File: src/rtl/sci_uart_tx.sv
// -----------------------------------------------------------------------------
// sci_uart_tx
// Byte-wide UART transmitter fed by the SCI frame controller. A byte offered
// on tx_data/tx_start while tx_ready is high is captured and serialised on txd
// as: 1 start bit, 8 data bits LSB first, an optional parity bit, then 1 or 2
// stop bits. Each bit lasts DIV clocks, with DIV derived from CLK_HZ / BAUD.
//
// Parameters
//   CLK_HZ    system clock frequency in Hz
//   BAUD      line rate in bit/s
//   PARITY    0 = none, 1 = odd, 2 = even
//   STOP_BITS 1 or 2
//
// Ports
//   clk       in   system clock
//   rst_n     in   asynchronous reset, active-low
//   tx_start  in   send request, level-sensitive, only looked at while idle
//   tx_data   in   [7:0] byte to send, captured on the accepting edge
//   tx_ready  out  1 = idle and able to accept a byte
//   txd       out  serial line, idle high
//   tx_done   out  one-clock pulse when the last stop bit completes
// -----------------------------------------------------------------------------
module sci_uart_tx #(
   parameter int CLK_HZ    = 50_000_000,
   parameter int BAUD      = 115_200,
   parameter int PARITY    = 0,
   parameter int STOP_BITS = 1
) (
   input  logic       clk,
   input  logic       rst_n,
   input  logic       tx_start,
   input  logic [7:0] tx_data,
   output logic       tx_ready,
   output logic       txd,
   output logic       tx_done
);

   localparam int DIV   = (CLK_HZ + BAUD / 2) / BAUD;
   localparam int CNT_W = (DIV > 2) ? $clog2(DIV) : 1;

   localparam logic [CNT_W-1:0] BAUD_LAST  = CNT_W'(DIV - 1);
   localparam logic             STOP_LAST  = (STOP_BITS == 2) ? 1'b1 : 1'b0;
   localparam logic             HAS_PARITY = (PARITY != 0) ? 1'b1 : 1'b0;

   // Parameter sanity: a divider below 2 cannot produce a usable bit time.
   if (DIV < 2) begin : g_div_check
      $error("sci_uart_tx: DIV = %0d is illegal (must be >= 2)", DIV);
   end
   if ((PARITY < 0) || (PARITY > 2)) begin : g_parity_check
      $error("sci_uart_tx: PARITY = %0d is illegal (0, 1 or 2)", PARITY);
   end
   if ((STOP_BITS != 1) && (STOP_BITS != 2)) begin : g_stop_check
      $error("sci_uart_tx: STOP_BITS = %0d is illegal (1 or 2)", STOP_BITS);
   end

   typedef enum logic [2:0] {
      ST_IDLE   = 3'd0,
      ST_START  = 3'd1,
      ST_DATA   = 3'd2,
      ST_PARITY = 3'd3,
      ST_STOP   = 3'd4
   } state_t;

   // Parity bit for the configured mode: odd makes the total count of ones
   // (data + parity) odd, even makes it even.
   function automatic logic parity_bit(input logic [7:0] data);
      logic p;
      if (PARITY == 1) begin
         p = ~^data;
      end else begin
         p = ^data;
      end
      return p;
   endfunction

   state_t           state_q,    state_d;
   logic [CNT_W-1:0] baud_cnt_q, baud_cnt_d;
   logic [2:0]       bit_cnt_q,  bit_cnt_d;
   logic             stop_cnt_q, stop_cnt_d;
   logic [7:0]       shift_q,    shift_d;
   logic             parity_q,   parity_d;
   logic             txd_q,      txd_d;
   logic             tx_ready_q, tx_ready_d;
   logic             tx_done_q,  tx_done_d;

   logic             bit_end_s;

   // Last clock of the current bit time.
   assign bit_end_s = (baud_cnt_q == BAUD_LAST) ? 1'b1 : 1'b0;

   // State register; reset drives the line idle and the interface ready.
   always_ff @(posedge clk or negedge rst_n) begin
      if (!rst_n) begin
         state_q    <= ST_IDLE;
         baud_cnt_q <= '0;
         bit_cnt_q  <= 3'd0;
         stop_cnt_q <= 1'b0;
         shift_q    <= 8'h00;
         parity_q   <= 1'b0;
         txd_q      <= 1'b1;
         tx_ready_q <= 1'b1;
         tx_done_q  <= 1'b0;
      end else begin
         state_q    <= state_d;
         baud_cnt_q <= baud_cnt_d;
         bit_cnt_q  <= bit_cnt_d;
         stop_cnt_q <= stop_cnt_d;
         shift_q    <= shift_d;
         parity_q   <= parity_d;
         txd_q      <= txd_d;
         tx_ready_q <= tx_ready_d;
         tx_done_q  <= tx_done_d;
      end
   end

   // Next-state logic. txd_d always carries the level for the bit that starts
   // on the coming edge, so the line output stays a plain flop.
   always_comb begin
      state_d    = state_q;
      baud_cnt_d = baud_cnt_q;
      bit_cnt_d  = bit_cnt_q;
      stop_cnt_d = stop_cnt_q;
      shift_d    = shift_q;
      parity_d   = parity_q;
      txd_d      = txd_q;
      tx_ready_d = tx_ready_q;
      tx_done_d  = 1'b0;

      if (state_q == ST_IDLE) begin
         baud_cnt_d = '0;
      end else if (bit_end_s) begin
         baud_cnt_d = '0;
      end else begin
         baud_cnt_d = baud_cnt_q + CNT_W'(1);
      end

      case (state_q)
         ST_IDLE: begin
            txd_d      = 1'b1;
            tx_ready_d = 1'b1;
            if (tx_start) begin
               shift_d    = tx_data;
               parity_d   = parity_bit(tx_data);
               txd_d      = 1'b0;
               tx_ready_d = 1'b0;
               state_d    = ST_START;
            end else begin
               state_d    = ST_IDLE;
            end
         end

         ST_START: begin
            if (bit_end_s) begin
               txd_d     = shift_q[0];
               bit_cnt_d = 3'd0;
               state_d   = ST_DATA;
            end else begin
               state_d   = ST_START;
            end
         end

         ST_DATA: begin
            if (bit_end_s && (bit_cnt_q == 3'd7)) begin
               if (HAS_PARITY) begin
                  txd_d   = parity_q;
                  state_d = ST_PARITY;
               end else begin
                  txd_d      = 1'b1;
                  stop_cnt_d = 1'b0;
                  state_d    = ST_STOP;
               end
            end else if (bit_end_s) begin
               // shift_q[1] becomes the new LSB after this shift.
               txd_d     = shift_q[1];
               shift_d   = {1'b0, shift_q[7:1]};
               bit_cnt_d = bit_cnt_q + 3'd1;
            end else begin
               state_d   = ST_DATA;
            end
         end

         ST_PARITY: begin
            if (bit_end_s) begin
               txd_d      = 1'b1;
               stop_cnt_d = 1'b0;
               state_d    = ST_STOP;
            end else begin
               state_d    = ST_PARITY;
            end
         end

         ST_STOP: begin
            if (bit_end_s && (stop_cnt_q == STOP_LAST)) begin
               txd_d      = 1'b1;
               tx_ready_d = 1'b1;
               tx_done_d  = 1'b1;
               state_d    = ST_IDLE;
            end else if (bit_end_s) begin
               stop_cnt_d = 1'b1;
            end else begin
               state_d    = ST_STOP;
            end
         end

         default: begin
            // Unreachable encodings recover to a clean idle line.
            state_d    = ST_IDLE;
            baud_cnt_d = '0;
            txd_d      = 1'b1;
            tx_ready_d = 1'b1;
         end
      endcase
   end

   assign tx_ready = tx_ready_q;
   assign txd      = txd_q;
   assign tx_done  = tx_done_q;

endmodule

File: config.mk
export PLATFORM = sky130hd
export DESIGN_NAME = sci_uart_tx
export DESIGN_NICKNAME = d
export VERILOG_FILES = /design/src/rtl/sci_uart_tx.sv
export SDC_FILE = /design/constraint.sdc
export NUM_CORES = 1
export LEC_CHECK = 0
export CAP_MARGIN = 20
export CELL_PAD_IN_SITES_DETAIL_PLACEMENT = 0
export CELL_PAD_IN_SITES_GLOBAL_PLACEMENT = 2
export CORE_ASPECT_RATIO = 0.6
export CORE_UTILIZATION = 30
export DETAILED_ROUTE_END_ITERATION = 10
export MAX_ROUTING_LAYER = met4
export PLACE_DENSITY = 0.77
export SLEW_MARGIN = 20
export SYNTH_ARGS = -nofsm -noshare
export SYNTH_HDL_FRONTEND = slang
export SYNTH_SLANG_ARGS = --single-unit
File: constraint.sdc
create_clock -name clk -period 4.25 [get_ports clk]
set_clock_uncertainty 0.1 [all_clocks]
set_input_delay 0.425 -clock clk [delete_from_list [all_inputs] [get_ports clk]]
set_output_delay 0.425 -clock clk [all_outputs]
set_load 0.05 [all_outputs]
==> summary.txt, run 1 <==
Floorplanning
  – Die Y-Extent: 54.6 um
  – Initial Util: between 30% and 40%
  – Core area: ~4300 um^2
  – DIE AREA: about 5000 um^2
  – Die X: 89.7 um
  – FP Rows: 18
  – Ports: 14

Global routing
  – Global routing's busiest layer: met1
  – Vias in the first global route: around 800
  – Gr ovfl total: 0
  – Largest net degree at the start of global routing: 28
  – GRT Resource Usage Total: 12.1%
  – Met3 Use GR: under 10%
  – Initial antenna violation count: 0
  – First-pass GRT wire length: a little over 4000 um
  – Met1 Track Usage GR: about a fifth
  – Met2 GRT Util: between 10% and 20%

Power
  – VDD IR-drop max: 0.116 mV
  – PwrDens: about 270 nW/um^2
  – Leakage Power: between 0.6 and 0.7 nW

Worst setup path
  – Flop-to-flop setup slack: about 1800 ps
  – Critical R2R Launch: baud_cnt_q[3]$_DFF_PN0_
  – CP top delay family: simple AND/OR/NAND/NOR gates
  – Worst EP arrival: 2470 ps
  – Critical R2R Capture: shift_q[0]$_DFFE_PN0P_
  – Number of buffers and inverters on the critical path: 0
  – CP Cell Sequence: or2_1, or4_4, o32a_1, mux2_4
  – Worst Path Required: 4310 ps
  – Critical path class: flop to flop
  – Worst Reg-to-Reg Cells: 4
  – Crit-path slowest cell: or4_4
  – Startpoint types: flop
  – Critical Path Sink Type: flop
  – Crit-path max cell delay: about 600 ps
  – Worst Path Max Fanout: 11

Drt
  – Drt wl/cell: 12.6 um
  – Vias per cell: 4.65
  – DRT antenna net count: 0
  – DR pass1 iterations: 4
  – DR DRC count: 0
  – DR iter-0 viols: 35
  – Routed WL: ~2500 um
  – Routed via count: slightly above 900

Timing
  – Setup violators final: 0
  – Period utilization: a little under three fifths
  – Setup tns final: 0 ps
  – Worst-Margin Slew: 677 ps
  – Worst setup margin: approximately 1800 ps
  – Slew Limit Fails: 0
  – Slew Limit Headroom: around 55%
  – Final hold viol count: 0
  – RSZ-0062 raised after global routing: false
  – Highest clock rate: just over 400 MHz
  – Period minus WS final: about 2400 ps

Placed design
  – Detail Placement HPWL: ~1900 um
  – RePlAce Congestion: about 0.73
  – Port Buf Inserts: 13
  – DP Cell Count: 191
  – Worst slack, placed: approximately 1800 ps

Cells and area
  – Synth-to-Final Area Change: 16.5%
  – Layout cells sized above 1: between 10% and 20%
  – Final core utilization: a little under two fifths
  – FILL cells: between 400 and 500
  – Post-route insts no fill: between 150 and 200
  – N_diodes: 0
  – NumNets Final: around 150

Logic synthesis
  – Syn_nets: approximately 140
  – Cells after synthesis: roughly 120
  – Synthesized flop and latch total: 27
  – Post-Syn Area: approximately 1400 um^2
  – Syn_area_per_cell: about 11 um^2
  – Sequential area share after synthesis: roughly half
  – Synth warnings: 0
  – Post-synth cell types: 38

Hold path
  – Hold path start: shift_q[7]$_DFFE_PN0P_
  – Hold path depth: 1
  – Worst min-delay path category: flop to flop
  – Hold endpoint: shift_q[7]$_DFFE_PN0P_

Status
  – Status: finished clean

Clock network
  – CTS Buf Count: 3
  – Clk root buf: clkbuf_8
  – Hold buffers post-CTS: 0
  – CTS H-tree depth: 1
  – Post-CTS Setup Bufs: 0
  – Worst skew pair latency: between 200 and 300 ps
  – CTS tree: done
  – CTS Buffer Depth: 2
  – CTS Sinks: 27
  – Clock transition at path regs: ~90 ps
  – CTS resizes: 0

Run
  – Max-cap viol count: 0
==> routing by layer <==
layer	share of wire (%)	wire [um]
met5	0	0
met4	0.85	21
met3	3.6	90
met2	37	901
met1	59	1450
==> layout by cell type (no fill, tap or decap), drive strengths merged, types with 2 or more instances in the layout <==
cell / synthesis / routed
xnor2: 5 / 5
nor3: 3 / 3
nor4: 2 / 2
a21oi: 3 / 3
xor2: 3 / 3
dfstp: 2 / 2
clkbuf: 2 / 4
nand3: 4 / 4
ha: 4 / 4
o32a: 2 / 2
or2: 2 / 2
nor2: 14 / 14
dfrtp: 25 / 25
nand2: 6 / 6
inv: 5 / 5
nor2b: 2 / 2
clkdlybuf4s50: 0 / 13
a22o: 2 / 2
o21ai: 2 / 2
mux2: 15 / 15
==> power by group <==
part | internal (mW) | switching, mW
registers | 0.260 | 0.00205
clock network | 0.0670 | 0.0751
logic | 0.0161 | 0.00836
==> Yosys cell counts <==
cell,instances,area share [%]
nor3_1,3,1.1
nor4b_1,1,0.63
nor2_1,14,3.8
o2111a_1,1,0.81
mux2_2,8,6.5
a22o_1,2,1.3
or3_4,1,0.81
xnor2_1,5,3.2
and2_1,1,0.45
nor4_1,2,0.90
or2_1,1,0.45
nor3b_1,1,0.54
dfstp_2,2,3.8
dfrtp_1,25,45
o311ai_0,1,0.63
mux2_4,7,7.6
nor2b_1,2,0.90
o21ai_0,2,0.72
a21oi_1,3,1.1
o21a_1,1,0.54
nand2b_1,1,0.45
a31oi_1,1,0.45
o31a_1,1,0.63
a21o_2,1,0.63
a211oi_1,1,0.54
or4_4,1,0.81
and3_1,1,0.45
clkbuf_1,2,0.54
xor2_1,3,1.9
or2_2,1,0.45
buf_6,2,1.6
inv_1,5,1.4
nand3_1,4,1.4
ha_1,4,3.6
o32ai_1,1,0.63
nand4_1,1,0.45
o32a_1,2,1.4
nand2_1,6,1.6
==> logic make-up (layout without fill, tap and decap cells) <==
kind of cell	count (synthesis)	count (layout)	share of synthesized area [%]
muxes	15	15	14.1
adders and majority gates	4	4	3.62
AOI/OAI and AO/OA	17	17	9.40
DFF	27	27	49.0
and+or+nand+nor	41	41	15.3
xor gates and xnor gates	8	8	5.06
buffers and inverters	9	23	3.53
==> through the flow <==
stage / hold WS, ps / total power [mW] / instance area [um^2]
floorplan: 29.4 / 0.276 / 1380
global placement: 361 / 0.292 / 1570
detailed placement: 371 / 0.292 / 1570
CTS: 392 / 0.438 / 1610
global route: 417 / 0.452 / 1610
finish: 388 / 0.429 / 1610
==> registers in the layout, summed over array words and instances, names as in the netlist <==
| signal | flops |
|---|---|
| bit_cnt_q | 3 |
| tx_done | 1 |
| tx_ready | 1 |
| shift_q | 8 |
| stop_cnt_q | 1 |
| txd | 1 |
| baud_cnt_q | 9 |
| state_q | 3 |
==> worst max path at each step <==
stage | startpoint | endpoint | slack [ps] | cells after the start
floorplan | baud_cnt_q[3]$_DFF_PN0_ | shift_q[0]$_DFFE_PN0P_ | 2100 | 5
global placement | baud_cnt_q[3]$_DFF_PN0_ | shift_q[0]$_DFFE_PN0P_ | 1890 | 4
detailed placement | baud_cnt_q[3]$_DFF_PN0_ | shift_q[6]$_DFFE_PN0P_ | 1850 | 4
CTS | baud_cnt_q[3]$_DFF_PN0_ | shift_q[0]$_DFFE_PN0P_ | 1830 | 4
global route | baud_cnt_q[3]$_DFF_PN0_ | shift_q[6]$_DFFE_PN0P_ | 1770 | 4
finish | baud_cnt_q[3]$_DFF_PN0_ | shift_q[0]$_DFFE_PN0P_ | 1840 | 4
==> worst reg2reg max path: cells and delay by family (launching register included) <==
family | cells | cell delay (ps)
simple gates | 2 | 860
compound gates | 1 | 550
flops | 1 | 430
mux | 1 | 370
==> area by class of cell <==
type / instances / area, um^2 / share of cell area, %
Sequential cell: 27 / 678 / 42.1
Timing Repair Buffer: 14 / 138 / 8.54
Inverter: 5 / 18.8 / 1.16
Tap cell: 60 / 75.1 / 4.66
Clock buffer: 4 / 45.0 / 2.80
Multi-Input combinational cell: 85 / 657 / 40.8
Note: power is estimated with default switching activity, not from simulation.
==> inputs of run 2 (changes only) <==
==> constraint.sdc (replaced) <==
create_clock -name clk -period 2.45 [get_ports clk]
set_clock_uncertainty 0.1 [all_clocks]
set_input_delay 0.245 -clock clk [delete_from_list [all_inputs] [get_ports clk]]
set_output_delay 0.245 -clock clk [all_outputs]
set_load 0.05 [all_outputs]
==> run 2 against run 1 <==
Clock power grew 77%. Fmax grew 4.0%. Critical path depth is the same. Register-to-register slack worse by 1700 ps. Utilization grew 0.91 points. Routed wire length grew 3.0%. Critical path type unchanged. Largest power group unchanged.
==> summary.txt, run 2 (synthesis gave the netlist of run 1 again) <==
Status
  – Status: finished clean

Timing
  – Setup tns final: 0 ps (unchanged)
  – Final hold viol count: 0 (unchanged)
  – Worst-Margin Slew: 597 ps (-80.0 ps)
  – Period minus WS final: 2320 ps (-93.2 ps)
  – Slew Limit Headroom: 59.8% (+5.1 points)
  – Highest clock rate: 431 MHz (+4.0%)
  – Slew Limit Fails: 0 (unchanged)
  – Period utilization: 94.6% (+38 points)
  – RSZ-0062 raised after global routing: false
  – Setup violators final: 0 (unchanged)

Placed design
  – RePlAce Congestion: 0.719 (-1.6%)
  – Detail Placement HPWL: 1920 um (+2.9%)
  – DP Area: 1600 um^2 (+2.4%)
  – Port Buf Inserts: 13 (unchanged)

Floorplanning
  – Die X: 89.7 um (unchanged)
  – Initial Util: 32.5% (unchanged)
  – FP Rows: 18 (unchanged)
  – Die Y-Extent: 54.6 um (unchanged)
  – DIE AREA: 4900 um^2 (unchanged)
  – Ports: 14 (unchanged)
  – Core area: 4260 um^2 (unchanged)

Drt
  – DRT antenna net count: 0 (unchanged)
  – DR iter-0 viols: 29 (-17%)
  – Metal2 WL: 1120 um (+24%)
  – Routed WL: 2540 um (+3.0%)
  – Vias per cell: 4.81 (+3.4%)
  – Routed via count: 961 (+6.1%)
  – Drt wl/cell: 12.7 um (+0.39%)
  – M1 wire length: 1320 um (-9.4%)
  – DR DRC count: 0 (unchanged)
  – Wire length on met3: 84 um (-6.7%)
  – Top Metal Used: met4
  – DR pass1 iterations: 4 (unchanged)

Worst setup path
  – Critical Path Sink Type: flop
  – Worst EP arrival: 2380 ps (-90 ps)
  – Critical path class: flop to flop
  – Worst Path Required: 2510 ps (-1800 ps)
  – Worst Path Max Fanout: 8 (-3)
  – Startpoint types: flop

Global routing
  – Gr ovfl total: 0 (unchanged)
  – First-pass GRT wire length: 4050 um (-2.2%)
  – Largest net degree at the start of global routing: 28 (unchanged)
  – Initial antenna violation count: 0 (unchanged)
  – Vias in the first global route: 860 (+7.8%)
  – GRT Resource Usage Total: 11.8% (-0.31 points)

Cells and area
  – N_diodes: 0 (unchanged)
  – Multi-input gate area: 657 um^2 (unchanged)
  – Most frequent cells in the layout: 25 x dfrtp_1, 14 x nor2_1, 13 x clkdlybuf4s50_1, 8 x mux2_2, 7 x mux2_4
  – Finished Cell Area: 1650 um^2 (+2.4%)
  – Layout cells sized above 1: 22.1% (+3.6 points)
  – Largest regs: baud_cnt_q (9), shift_q (8)
  – Synth-to-Final Area Change: 19.3%
  – NumNets Final: 156 (+3.3%)
  – Most common cell after layout, fill and taps aside: dfrtp_1
  – Register name with the most flops: baud_cnt_q
  – Max FFs per register: 9 (unchanged)
  – Storage cell area: 678 um^2 (unchanged)
  – FILL cells: 410 (-1.9%)

Clock network
  – CTS H-tree depth: 1 (unchanged)
  – CTS Buffer Depth: 2 (unchanged)
  – Clk root buf: clkbuf_8
  – CTS tree: done
  – CTS resizes: 0 (unchanged)
  – Worst skew pair latency: 270 ps (about the same)
  – CTS Sinks: 27 (unchanged)
  – CTS Buf Count: 3 (unchanged)
  – Hold buffers post-CTS: 0 (unchanged)
  – Post-CTS Setup Bufs: 0 (unchanged)
  – Clock transition at path regs: 90 ps (about the same)

Power
  – Leakage Power: 0.727 nW (+3.9%)
  – VDD IR-drop max: 0.226 mV (+96%)
  – PwrDens: 454 nW/um^2 (+70%)

Run
  – Max-cap viol count: 0 (unchanged)

Hold path
  – Worst min-delay path category: primary input to async pin
[run 2: final timing paths]
| path | cells after the start | startpoint | slack (ps) | to |
|---|---|---|---|---|
| min in group clk | 1 | shift_q[7]$_DFFE_PN0P_ | 390 | shift_q[7]$_DFFE_PN0P_ |
| max in group asynchronous | 2 | rst_n | 1710 | txd$_DFFE_PN1P_ |
| setup / recovery | 4 | baud_cnt_q[3]$_DFF_PN0_ | 130 | shift_q[3]$_DFFE_PN0P_ |
| hold / removal | 2 | rst_n | 230 | baud_cnt_q[0]$_DFF_PN0_ |
| hold reg to reg | 1 | shift_q[7]$_DFFE_PN0P_ | 390 | shift_q[7]$_DFFE_PN0P_ |
| setup reg to reg | 4 | baud_cnt_q[3]$_DFF_PN0_ | 130 | shift_q[3]$_DFFE_PN0P_ |
[run 2: power breakdown]
part	switching, mW	internal [mW]	total, mW
sequential	0.00343	0.451	0.455
combinational	0.0141	0.0279	0.0420
clock	0.138	0.114	0.252
[run 2: critical path: stages (launching register included)]
cell and delay [ps]:
dfrtp_1 430, or2_1 260, or4_4 520, o32a_1 530, mux2_4 360
[run 2: routing by layer]
metal | up-vias | GRT usage (%)
li1 | 467 | -
met1 | 480 | 16.6
met2 | 12 | 16.2
met3 | 2 | 3.62
met4 | 0 | 3.17
met5 | - | -
[run 2: stage by stage]
| step | std cells | util, % | setup WS (ps) | hold WS, ps | power (mW) |
|---|---|---|---|---|---|
| after detailed placement | 196 | 37.7 | 138 | 372 | 0.507 |
| after global placement | 196 | 37.7 | 183 | 362 | 0.506 |
| final | 200 | 38.8 | 131 | 234 | 0.748 |
| after floorplan | 121 | - | 297 | -151 | 0.478 |
| after global routing | 200 | 38.8 | 51.3 | 275 | 0.781 |
| after CTS | 200 | 38.8 | 120 | 256 | 0.759 |
[run 2: cell type report]
| type | count | area share, % |
|---|---|---|
| flip-flops and latches | 27 | 41.1 |
| multi-input cells | 85 | 39.8 |
| repair buffers | 19 | 10.6 |
| well taps | 60 | 4.55 |
| clock buffers | 3 | 2.50 |
| inverters | 5 | 1.14 |
| clock inverters | 1 | 0.303 |
